**src/rtl/read_return_sched_pkg.sv**
```systemverilog
`default_nettype none
// =============================================================================
// Module  : read_return_sched_pkg
// Brief   : Shared types for the read-return scheduler (queue entry, head FSM).
// Revision: 1.0 - initial release
// =============================================================================
package read_return_sched_pkg;

    localparam int c_DATA_SIZE = 64;
    localparam int c_TID_SIZE  = 2;

    typedef struct packed {
        logic [c_TID_SIZE-1:0]  tid;
        logic                   raw;
        logic [c_DATA_SIZE-1:0] data;
    } pend_entry_t;

    typedef enum logic [1:0] {
        IDLE      = 2'd0,
        HEAD_RAW  = 2'd1,
        HEAD_DRAM = 2'd2
    } rrs_state_t;

    function automatic rrs_state_t head_state(input logic raw);
        return raw ? HEAD_RAW : HEAD_DRAM;
    endfunction

endpackage
`default_nettype wire

```
**src/rtl/rrs_ret_fifo.sv**
```systemverilog
`default_nettype none
// =============================================================================
// Module  : rrs_ret_fifo
// Brief   : Synchronous FIFO staging DRAM return beats (power-of-two depth).
// Revision: 1.0 - initial release
// =============================================================================
module rrs_ret_fifo #(
    parameter int WIDTH      = 64,
    parameter int DEPTH      = 8,
    parameter int LOG2_DEPTH = 3
) (
    input  logic                  clk,
    input  logic                  rst,
    input  logic                  push_i,
    input  logic [WIDTH-1:0]      din_i,
    input  logic                  pop_i,
    output logic [WIDTH-1:0]      dout_o,
    output logic                  empty_o,
    output logic                  full_o,
    output logic [LOG2_DEPTH:0]   count_o
);

    logic [WIDTH-1:0]      mem_q [DEPTH];
    logic [LOG2_DEPTH-1:0] wr_ptr_q, rd_ptr_q;
    logic [LOG2_DEPTH:0]   count_q, count_d;
    logic                  w_push, w_pop;

    assign empty_o = (count_q == '0);
    assign full_o  = (count_q == (LOG2_DEPTH+1)'(DEPTH));
    assign count_o = count_q;
    assign dout_o  = mem_q[rd_ptr_q];

    assign w_pop  = pop_i && !empty_o;
    // A push into a full FIFO is only safe when the same cycle frees a slot.
    assign w_push = push_i && (!full_o || w_pop);

    always_comb begin
        count_d = count_q;
        if (w_push && !w_pop) begin
            count_d = count_q + (LOG2_DEPTH+1)'(1);
        end else if (!w_push && w_pop) begin
            count_d = count_q - (LOG2_DEPTH+1)'(1);
        end
    end

    always_ff @(posedge clk) begin
        if (w_push) begin
            mem_q[wr_ptr_q] <= din_i;
        end
    end

    always_ff @(posedge clk or posedge rst) begin
        if (rst) begin
            wr_ptr_q <= '0;
            rd_ptr_q <= '0;
            count_q  <= '0;
        end else begin
            if (w_push) wr_ptr_q <= wr_ptr_q + LOG2_DEPTH'(1);
            if (w_pop)  rd_ptr_q <= rd_ptr_q + LOG2_DEPTH'(1);
            count_q <= count_d;
        end
    end

endmodule
`default_nettype wire

```
**src/rtl/read_return_sched.sv**
```systemverilog
`default_nettype none
// =============================================================================
// Module  : read_return_sched
// Brief   : In-order read-return scheduler feeding data_buffer (RAW / DRAM).
//           Optional rd_stall_cnt output enabled by `define RRS_STALL_CNT_EN.
// Revision: 1.0 - initial release
// =============================================================================
module read_return_sched
    import read_return_sched_pkg::*;
#(
    parameter int DATA_SIZE  = c_DATA_SIZE,
    parameter int TID_SIZE   = c_TID_SIZE,
    parameter int PEND_DEPTH = 8,
    parameter int LOG2_PEND  = 3,
    parameter int BUF_DEPTH  = 64,
    parameter int LOG2_BUF   = 6
) (
    input  logic                 clk,
    input  logic                 rst,
    input  logic                 rd_req,
    input  logic [TID_SIZE-1:0]  rd_tid,
    input  logic                 rd_raw_hit,
    input  logic [DATA_SIZE-1:0] raw_data,
    output logic                 rd_ready,
    input  logic                 dram_rvalid,
    input  logic [DATA_SIZE-1:0] dram_rdata,
    input  logic                 buf_pop,
    output logic                 dram_strobe,
    output logic                 raw_strobe,
    output logic                 tid_strobe,
    output logic [TID_SIZE-1:0]  tid_pop,
    output logic [DATA_SIZE-1:0] mux_data,
`ifdef RRS_STALL_CNT_EN
    output logic [15:0]          rd_stall_cnt,
`endif
    output logic                 err_unexp
);

    localparam logic [LOG2_PEND:0] c_PEND_FULL = (LOG2_PEND+1)'(PEND_DEPTH);
    localparam logic [LOG2_BUF:0]  c_BUF_FULL  = (LOG2_BUF+1)'(BUF_DEPTH);

    pend_entry_t          q_mem_q [PEND_DEPTH];
    logic [LOG2_PEND-1:0] wr_ptr_q, rd_ptr_q, w_next_rd_ptr;
    logic [LOG2_PEND:0]   count_q, count_d, w_remaining;
    logic [LOG2_PEND:0]   dram_out_q, dram_out_d;
    logic [LOG2_BUF:0]    credits_q, credits_d;
    rrs_state_t           state_q, state_d;

    logic                 dram_strobe_q, raw_strobe_q, tid_strobe_q, err_q;
    logic [TID_SIZE-1:0]  tid_pop_q;
    logic [DATA_SIZE-1:0] mux_data_q;

    logic                 w_accept, w_emit_raw, w_emit_dram, w_deq;
    pend_entry_t          w_new_entry, w_head;
    logic                 w_fifo_push, w_fifo_empty, w_fifo_full;
    logic [DATA_SIZE-1:0] w_fifo_dout;
    logic [LOG2_PEND:0]   w_fifo_count;
    logic                 w_unused;

    assign rd_ready = (count_q < c_PEND_FULL) && (credits_q != '0);
    assign w_accept = rd_req && rd_ready;

    assign w_new_entry.tid  = rd_tid;
    assign w_new_entry.raw  = rd_raw_hit;
    assign w_new_entry.data = rd_raw_hit ? raw_data : '0;
    assign w_head           = q_mem_q[rd_ptr_q];

    assign w_fifo_push = dram_rvalid && (dram_out_q != '0);
    assign w_unused    = ^{w_fifo_full, w_fifo_count};

    rrs_ret_fifo #(
        .WIDTH      (DATA_SIZE),
        .DEPTH      (PEND_DEPTH),
        .LOG2_DEPTH (LOG2_PEND)
    ) u_ret_fifo (
        .clk     (clk),
        .rst     (rst),
        .push_i  (w_fifo_push),
        .din_i   (dram_rdata),
        .pop_i   (w_emit_dram),
        .dout_o  (w_fifo_dout),
        .empty_o (w_fifo_empty),
        .full_o  (w_fifo_full),
        .count_o (w_fifo_count)
    );

    always_ff @(posedge clk or posedge rst) begin
        if (rst) begin
            state_q <= IDLE;
        end else begin
            state_q <= state_d;
        end
    end

    // State tracks the head as it will be after this edge, so a freshly
    // enqueued RAW entry is emitted on the very next edge.
    always_comb begin
        state_d     = IDLE;
        w_emit_raw  = 1'b0;
        w_emit_dram = 1'b0;
        case (state_q)
            HEAD_RAW:  w_emit_raw  = 1'b1;
            HEAD_DRAM: w_emit_dram = !w_fifo_empty;
            default:   ;
        endcase
        w_deq         = w_emit_raw || w_emit_dram;
        w_remaining   = count_q - (LOG2_PEND+1)'(w_deq);
        w_next_rd_ptr = rd_ptr_q + LOG2_PEND'(w_deq);
        if (w_remaining != '0) begin
            state_d = head_state(q_mem_q[w_next_rd_ptr].raw);
        end else if (w_accept) begin
            state_d = head_state(rd_raw_hit);
        end
    end

    always_comb begin
        count_d = count_q + (LOG2_PEND+1)'(w_accept) - (LOG2_PEND+1)'(w_deq);

        credits_d = credits_q;
        if (w_accept && !buf_pop) begin
            credits_d = credits_q - (LOG2_BUF+1)'(1);
        end else if (!w_accept && buf_pop && (credits_q != c_BUF_FULL)) begin
            credits_d = credits_q + (LOG2_BUF+1)'(1);
        end

        dram_out_d = dram_out_q
                   + (LOG2_PEND+1)'(w_accept && !rd_raw_hit)
                   - (LOG2_PEND+1)'(w_emit_dram);
    end

    always_ff @(posedge clk) begin
        if (w_accept) begin
            q_mem_q[wr_ptr_q] <= w_new_entry;
        end
    end

    always_ff @(posedge clk or posedge rst) begin
        if (rst) begin
            wr_ptr_q      <= '0;
            rd_ptr_q      <= '0;
            count_q       <= '0;
            credits_q     <= c_BUF_FULL;
            dram_out_q    <= '0;
            err_q         <= 1'b0;
            dram_strobe_q <= 1'b0;
            raw_strobe_q  <= 1'b0;
            tid_strobe_q  <= 1'b0;
            tid_pop_q     <= '0;
            mux_data_q    <= '0;
        end else begin
            if (w_accept) wr_ptr_q <= wr_ptr_q + LOG2_PEND'(1);
            rd_ptr_q   <= w_next_rd_ptr;
            count_q    <= count_d;
            credits_q  <= credits_d;
            dram_out_q <= dram_out_d;
            if (dram_rvalid && (dram_out_q == '0)) begin
                err_q <= 1'b1;
            end
            dram_strobe_q <= w_emit_dram;
            raw_strobe_q  <= w_emit_raw;
            tid_strobe_q  <= w_deq;
            if (w_deq) begin
                tid_pop_q  <= w_head.tid;
                mux_data_q <= w_emit_raw ? w_head.data : w_fifo_dout;
            end
        end
    end

`ifdef RRS_STALL_CNT_EN
    logic [15:0] stall_cnt_q;

    always_ff @(posedge clk or posedge rst) begin
        if (rst) begin
            stall_cnt_q <= '0;
        end else if (rd_req && !rd_ready && (stall_cnt_q != 16'hFFFF)) begin
            stall_cnt_q <= stall_cnt_q + 16'd1;
        end
    end

    assign rd_stall_cnt = stall_cnt_q;
`endif

    assign dram_strobe = dram_strobe_q;
    assign raw_strobe  = raw_strobe_q;
    assign tid_strobe  = tid_strobe_q;
    assign tid_pop     = tid_pop_q;
    assign mux_data    = mux_data_q;
    assign err_unexp   = err_q;

endmodule
`default_nettype wire
```
**config.mk**
```make
export PLATFORM = sky130hd
export DESIGN_NAME = read_return_sched
export DESIGN_NICKNAME = d
export VERILOG_FILES = /design/src/rtl/read_return_sched_pkg.sv /design/src/rtl/rrs_ret_fifo.sv /design/src/rtl/read_return_sched.sv
export SDC_FILE = /design/constraint.sdc
export NUM_CORES = 1
export LEC_CHECK = 0
export BUFFER_PORTS_ARGS = -buffer_cell sky130_fd_sc_hd__buf_2
export CAP_MARGIN = 20
export CORE_ASPECT_RATIO = 0.7
export CORE_MARGIN = 2
export CORE_UTILIZATION = 30
export DETAILED_ROUTE_END_ITERATION = 7
export SYNTH_ARGS = -nofsm -noshare
export SYNTH_HDL_FRONTEND = slang
export SYNTH_SLANG_ARGS = --single-unit
```
**constraint.sdc**
```tcl
create_clock -name clk -period 14.55 [get_ports clk]
set_input_delay 1.455 -clock clk [delete_from_list [all_inputs] [get_ports clk]]
set_output_delay 1.455 -clock clk [all_outputs]
set_load 0.03 [all_outputs]
```
# Word level (Yosys, flattened, before mapping)
# Memories as Yosys holds them, arrays and structs flattened.
# Index checks and enable logic that the tools add are counted.
[word_totals] mem_bits_ro=0 latch_bits=0 n_memories=2 inputBits=136 word_cells=79 mem_bits_rw=1048 regBits=103 output_inout_bits=71
[op_classes] n_eq_ne=4 add_sub_neg=13 muxes=16 n_div=0 n_lt_le_gt_ge=1 reduce_logical=28 shifts=0 mul=0 bitwise_logic=0
[mem_list] name="q_mem_q" depth=8 width=67 rd=2 rd_clocked_by_memory_dff=0 write_ports=1 line_no="read_return_sched.sv:42" text="pend_entry_t q_mem_q [PEND_DEPTH];"
[mem_list] name="u_ret_fifo.mem_q" depth=8 width=64 rd=1 rd_clocked_by_memory_dff=0 write_ports=1 line_no="rrs_ret_fifo.sv:23" text="logic [WIDTH-1:0] mem_q [DEPTH];"
[op_table] operator="$mux W64" n=2
[op_table] operator="$mux W7" n=2
[op_table] operator="$logic_and A1 B1 Y1" n=12
[op_table] operator="$sub A4 B1 Y4" n=3
[op_table] operator="$add A3 B1 Y3 const B" n=3
[op_table] operator="$add A4 B1 Y4" n=2
[op_table] operator="$logic_not A4 Y1" n=2
[op_table] operator="$mux W2" n=4
[op_table] operator="$mux W4" n=2
[op_table] operator="$reduce_bool A4 Y1" n=2
[op_table] operator="$add A7 B1 Y7 const B" n=1
[op_table] operator="$logic_not A1 Y1" n=7
[op_table] operator="$ne A7 B7 Y1 const B" n=1
[op_table] operator="$reduce_bool A7 Y1" n=1
[op_table] operator="$sub A7 B1 Y7 const B" n=1
[op_table] operator="$mux W1" n=6
[op_table] operator="$add A4 B1 Y4 const B" n=1
[op_table] operator="$eq A4 B4 Y1 const B" n=1
[op_table] operator="$lt A4 B4 Y1 const B" n=1
[op_table] operator="$reduce_bool A2 Y1" n=2
[op_table] operator="$sub A4 B1 Y4 const B" n=1
[op_table] operator="$add A3 B1 Y3" n=1
[op_table] operator="$eq A2 B1 Y1 const B" n=1
[op_table] operator="$eq A2 B2 Y1 const B" n=1
[op_table] operator="$logic_or A1 B1 Y1" n=2

# Longest topological paths before layout
[logic_depth] ltp_word=10 ltp_mapped=13 ltp_nobuf=12

# Modules after synthesis
# From an unflattened synthesis, not the netlist that was laid out.
[hier_totals] hier_cells=2163 area_unflattened_um2=44771.7
[by_module_without_submodules] mod="read_return_sched" n_inst=1 area_per_inst_um2=24906.4 seq_area_each_um2=18423.9 cells_per_inst=1361
[by_module_without_submodules] mod="rrs_ret_fifo" n_inst=1 area_per_inst_um2=19865.3 seq_area_each_um2=15625.0 cells_per_inst=802

# Worst setup path before layout
# Ideal clock, no wire load.
[synth_timing] path_type="input -> register" startpoint="in rd_req" endpoint="mem q_mem_q[1][0] (netlist name) (enable)" cell_stages=4 arrival_time_ns=8.862 path_buffers=0 path_slack_ns=5.006 setup_time_ns=0.681 required_time_ns=13.869 path_cell_list="nand2b_1 nor2_2 clkinv_2 nor4b_1"
[synth_via] elab_chain_len=3
[synth_rtl] item="from (decl)" line_no="read_return_sched.sv:20" text="input logic rd_req,"
[synth_rtl] item="$logic_and A1 B1 Y1" line_no="read_return_sched.sv:61" text="assign w_accept = rd_req && rd_ready;"
[synth_rtl] item="$mux W1" line_no="read_return_sched.sv:132" text="if (w_accept) begin"
[synth_rtl] item="$mux W1 (not written as such)" line_no="read_return_sched.sv:133" text="q_mem_q[wr_ptr_q] <= w_new_entry;"
[synth_rtl] item="to (decl)" line_no="read_return_sched.sv:42"
# No other way between the ends.

# Final worst setup path
[layout_timing] startpoint="reg u_ret_fifo.count_q[0], in the netlist u_ret_fifo.count_o[0]" endpoint="reg state_q[1]"
[layout_via] elab_chain_len=8 elab_cells_between_ends=10 cone_classes="add/sub: 2; mux: 3; reduce/logical: 4; memory: 1"
[layout_rtl] item="from (decl)" line_no="rrs_ret_fifo.sv:25" text="logic [LOG2_DEPTH:0] count_q, count_d;"
[layout_rtl] item="from (signal assigned)" line_no="rrs_ret_fifo.sv:60" text="count_q <= count_d;"
[layout_rtl] item="$logic_not A4 Y1" line_no="rrs_ret_fifo.sv:28" text="assign empty_o = (count_q == '0);"
[layout_rtl] item="$logic_not A1 Y1" line_no="read_return_sched.sv:103" text="HEAD_DRAM: w_emit_dram = !w_fifo_empty;"
[layout_rtl] item="$mux W1" line_no="read_return_sched.sv:101" text="case (state_q)"
[layout_rtl] item="$logic_or A1 B1 Y1" line_no="read_return_sched.sv:106" text="w_deq = w_emit_raw || w_emit_dram;"
[layout_rtl] item="$add A3 B1 Y3" line_no="read_return_sched.sv:108" text="w_next_rd_ptr = rd_ptr_q + LOG2_PEND'(w_deq);"
[layout_rtl] item="net w_next_rd_ptr[0]" line_no="read_return_sched.sv:43" text="logic [LOG2_PEND-1:0] wr_ptr_q, rd_ptr_q, w_next_rd_ptr;"
[layout_rtl] item="$mem_v2 Z8 W67"
[layout_rtl] item="$mux W2" line_no="read_return_sched_pkg.sv:25" text="return raw ? HEAD_RAW : HEAD_DRAM;"
[layout_rtl] item="$mux W2" line_no="read_return_sched.sv:109" text="if (w_remaining != '0) begin"
[layout_rtl] item="net state_d[1]" line_no="read_return_sched.sv:47" text="rrs_state_t state_q, state_d;"
[layout_rtl] item="to (signal assigned)" line_no="read_return_sched.sv:91" text="state_q <= state_d;"
[layout_rtl] item="to (decl)" line_no="read_return_sched.sv:47"
# The timed path passes the listed nets, and every way through them passes these cells.
# A chain may end at the register's enable or synchronous reset.

==> flow_metrics.tcl <==
set metrics [dict create \
    syn_area_per_cell_sq_um 21.95 \
    mostFrequentLayoutCells "edfxtp_1 (1048), mux4_2 (262), buf_2 (206)" \
    synth_compound_area_share_pct 2.423 \
    postRouteAntennaNets 0 \
    num_rows 117 \
    grt_pass1_wl_microns 151600 \
    power_density_nw_per_um2 203.8 \
    htreeDepth 3 \
    fin_skew_ns 0.02087 \
    clkSinkCount 1151 \
    clk_pin_slew_ns 0.06 \
    grt_max_degree 74 \
    placed_area_sq_um 47290 \
    pre_cts_ws_ns 9.927 \
    dp_hpwl_microns 63550 \
    cp-start-kind "flop" \
    post_cts_buffers 0 \
    worst_pin_slew_ns 1.048 \
    finalNetCount 2416 \
    numPortBuffers 206 \
    ir_worst_vdd_mv 0.1183 \
    antenna_found_initial 42 \
    wl_per_cell_microns 24.47 \
    ys_types 51 \
    leakagePower_uw 0.01674 \
    synth-seq-cells 1151 \
    syn_inst 1995 \
    synthFlopType "edfxtp_1" \
    synth.area.top_cells "edfxtp_1 (72%), mux4_2 (13%), dfrtp_1 (5.8%)" \
    drt-initial-drc-count 2104 \
    grt_use_total_pct 14.00 \
    place.gp.congestion 0.7971 \
    synthSimpleGateAreaFrac_pct 2.243 \
    rsz0062_at_grt "false" \
    maxCapViolCount 0 \
    routed_wirelength_microns 105700 \
    ctsHoldBuffers 0 \
    synthMuxAreaShare_pct 15.14 \
    synthAdderAreaFrac_pct 0.7088 \
    synth_top_family_by_area "multiplexers" \
    dieWidth_microns 460.6 \
    synth_warnings 0 \
    fin_ws_ns 9.908 \
    required_ns 15.17 \
    hold_class "reg -> reg" \
    violations "design-rule violations" \
    power_uw 10430 \
    core_sq_um 145100 \
    die_h_microns 323.6 \
    min_period_ns 4.642 \
    cts_buffer_depth 3 \
    vias 20660 \
    yosysSeqAreaShare_pct 77.77 \
    start_util_pct 30.18 \
    mostFrequentLayoutCell "edfxtp_1" \
    critPathMaxFanout 47 \
    setup_tns_ns 0 \
    drc_errors 1 \
    async_reset_ff_share_pct 8.949 \
    final_area_sq_um 51180 \
    grt_pass1_vias 21350 \
    setup_viol 0 \
    drt_pass1_iterations 8 \
    synth_edf_count 1048 \
    grt-ovfl-total 0 \
    slew_headroom_pct 30.01 \
    fin_cells 4322 \
    fin_crit_sh_pct 31.90 \
    dieArea_sq_um 149100 \
    cts_root_buffer "clkbuf_16" \
    via_per_inst 4.781 \
    cts_inserted_buffers 114 \
    max_freq_mhz 215.4 \
    synth_largest_area_cell "edfxtp_1" \
    synth_top_area_share_pct 71.88 \
    final_hold_viol_count 0 \
    crit_arrival_ns 5.26 \
    ctsResizeCount 0 \
    synthesis.nets 2154 \
    dp_cells 4104 \
    clk_latency_ns 0.69 \
    slew_viol_final 0 \
    drive_above_1_share_pct 30.93 \
    ios 207 \
    synth_xor_xnor_area_share_pct 0.4601 \
    fillCellCount 13230 \
    cts_tree "yes" \
    outcome "finished with violations" \
    worstSetupEndpointType "flop" \
    critPathKind "reg -> reg" \
    area_growth_pct 16.90 \
    synth_area_sq_um 43780 \
]
-- cells in the mapped netlist (3+ instances only) --
cell and count:
xor2_1 7, nand4_1 4, mux2_2 3, mux4_2 262
nand2b_1 8, buf_2 37, a21o_1 3, ha_1 20
inv_1 19, a21oi_1 6, buf_1 4, nand2_1 23
dfrtp_1 102, clkbuf_1 59, o21ai_1 6, fa_1 3
buf_4 4, nor2_1 63, a222oi_1 22, a211oi_1 42
o21ai_0 19, and2_1 64, edfxtp_1 1048, o22ai_1 42
xnor2_1 16, nor3_1 8, nor4_1 4, mux2i_1 68
-- worst max-delay path, stage by stage (launching register included) --
cell	delay, ns
dfrtp_1	0.43
nor3_1	0.28
a21o_1	0.86
inv_2	0.03
buf_4	0.33
nor2_2	0.18
buf_4	0.38
inv_2	0.50
ha_1	0.56
mux4_2	0.52
mux2i_1	0.20
mux2_2	0.18
-- sequential cells by signal (all words and copies together) (netlist names), 3 cells and up --
name,count
count_q,4
credits_q,7
dram_out_q,4
mux_data,64
q_mem_q,536
rd_ptr_q,3
u_ret_fifo.count_o,4
u_ret_fifo.mem_q,512
u_ret_fifo.rd_ptr_q,3
u_ret_fifo.wr_ptr_q,3
wr_ptr_q,3
-- final cells by class --
cell class	instances	area [sq um]	area share, %
antenna	2	5.005	0.009779
clock buffer	161	3229	6.310
multi-input combinational	717	9290	18.15
clock inverter	55	654.4	1.279
tap	1963	2456	4.799
timing repair buffer	251	1389	2.714
inverter	22	86.33	0.1687
sequential	1151	34070	66.57
-- worst paths after layout --
check / startpoint / slack, ns / cells past startpoint / to
setup / recovery: u_ret_fifo.count_o[0] / 9.91 / 11 / state_q[1]
hold / removal: err_unexp / 0.47 / 1 / err_unexp
setup reg to reg: u_ret_fifo.count_o[0] / 9.91 / 11 / state_q[1]
hold reg to reg: err_unexp / 0.47 / 1 / err_unexp
max in group asynchronous: rst / 12.19 / 3 / rd_ptr_q[1]
min in group asynchronous: rst / 0.88 / 2 / credits_q[5]
-- cells by family (layout without fill, tap and decap cells) --
family / count (synthesis) / after routing
buffers and inverters: 127 / 489
AOI/OAI and AO/OA: 149 / 149
DFF: 1151 / 1151
muxes: 334 / 334
and+or+nand+nor: 188 / 188
adders and majority gates: 23 / 23
other: 0 / 2
xor gates and xnor gates: 23 / 23
-- where the power goes --
part           internal, uW  total, uW  switching (uW)
sequential             4160       4510             350
combinational          1200       2940            1740
clock                  1760       2980            1220
total                  7120      10400            3310
-- through the flow --
stage / util (%) / hold WS, ns
2_1_floorplan: - / 0.4784
3_3_place_gp: 32.58 / 0.4594
3_5_place_dp: 32.60 / 0.4676
4_1_cts: 35.27 / 0.4803
5_1_grt: 35.28 / 0.5012
6_report: 35.28 / 0.4714
-- routing by layer --
layer | wire length, microns | GRT usage (%) | share of wire (%)
met5 | 218 | 0 | 0.21
met2 | 49310 | 22.09 | 47
met1 | 45550 | 19.13 | 43
met4 | 2280 | 3.684 | 2.2
met3 | 8391 | 3.814 | 7.9
(Power assumes the default switching activity.)
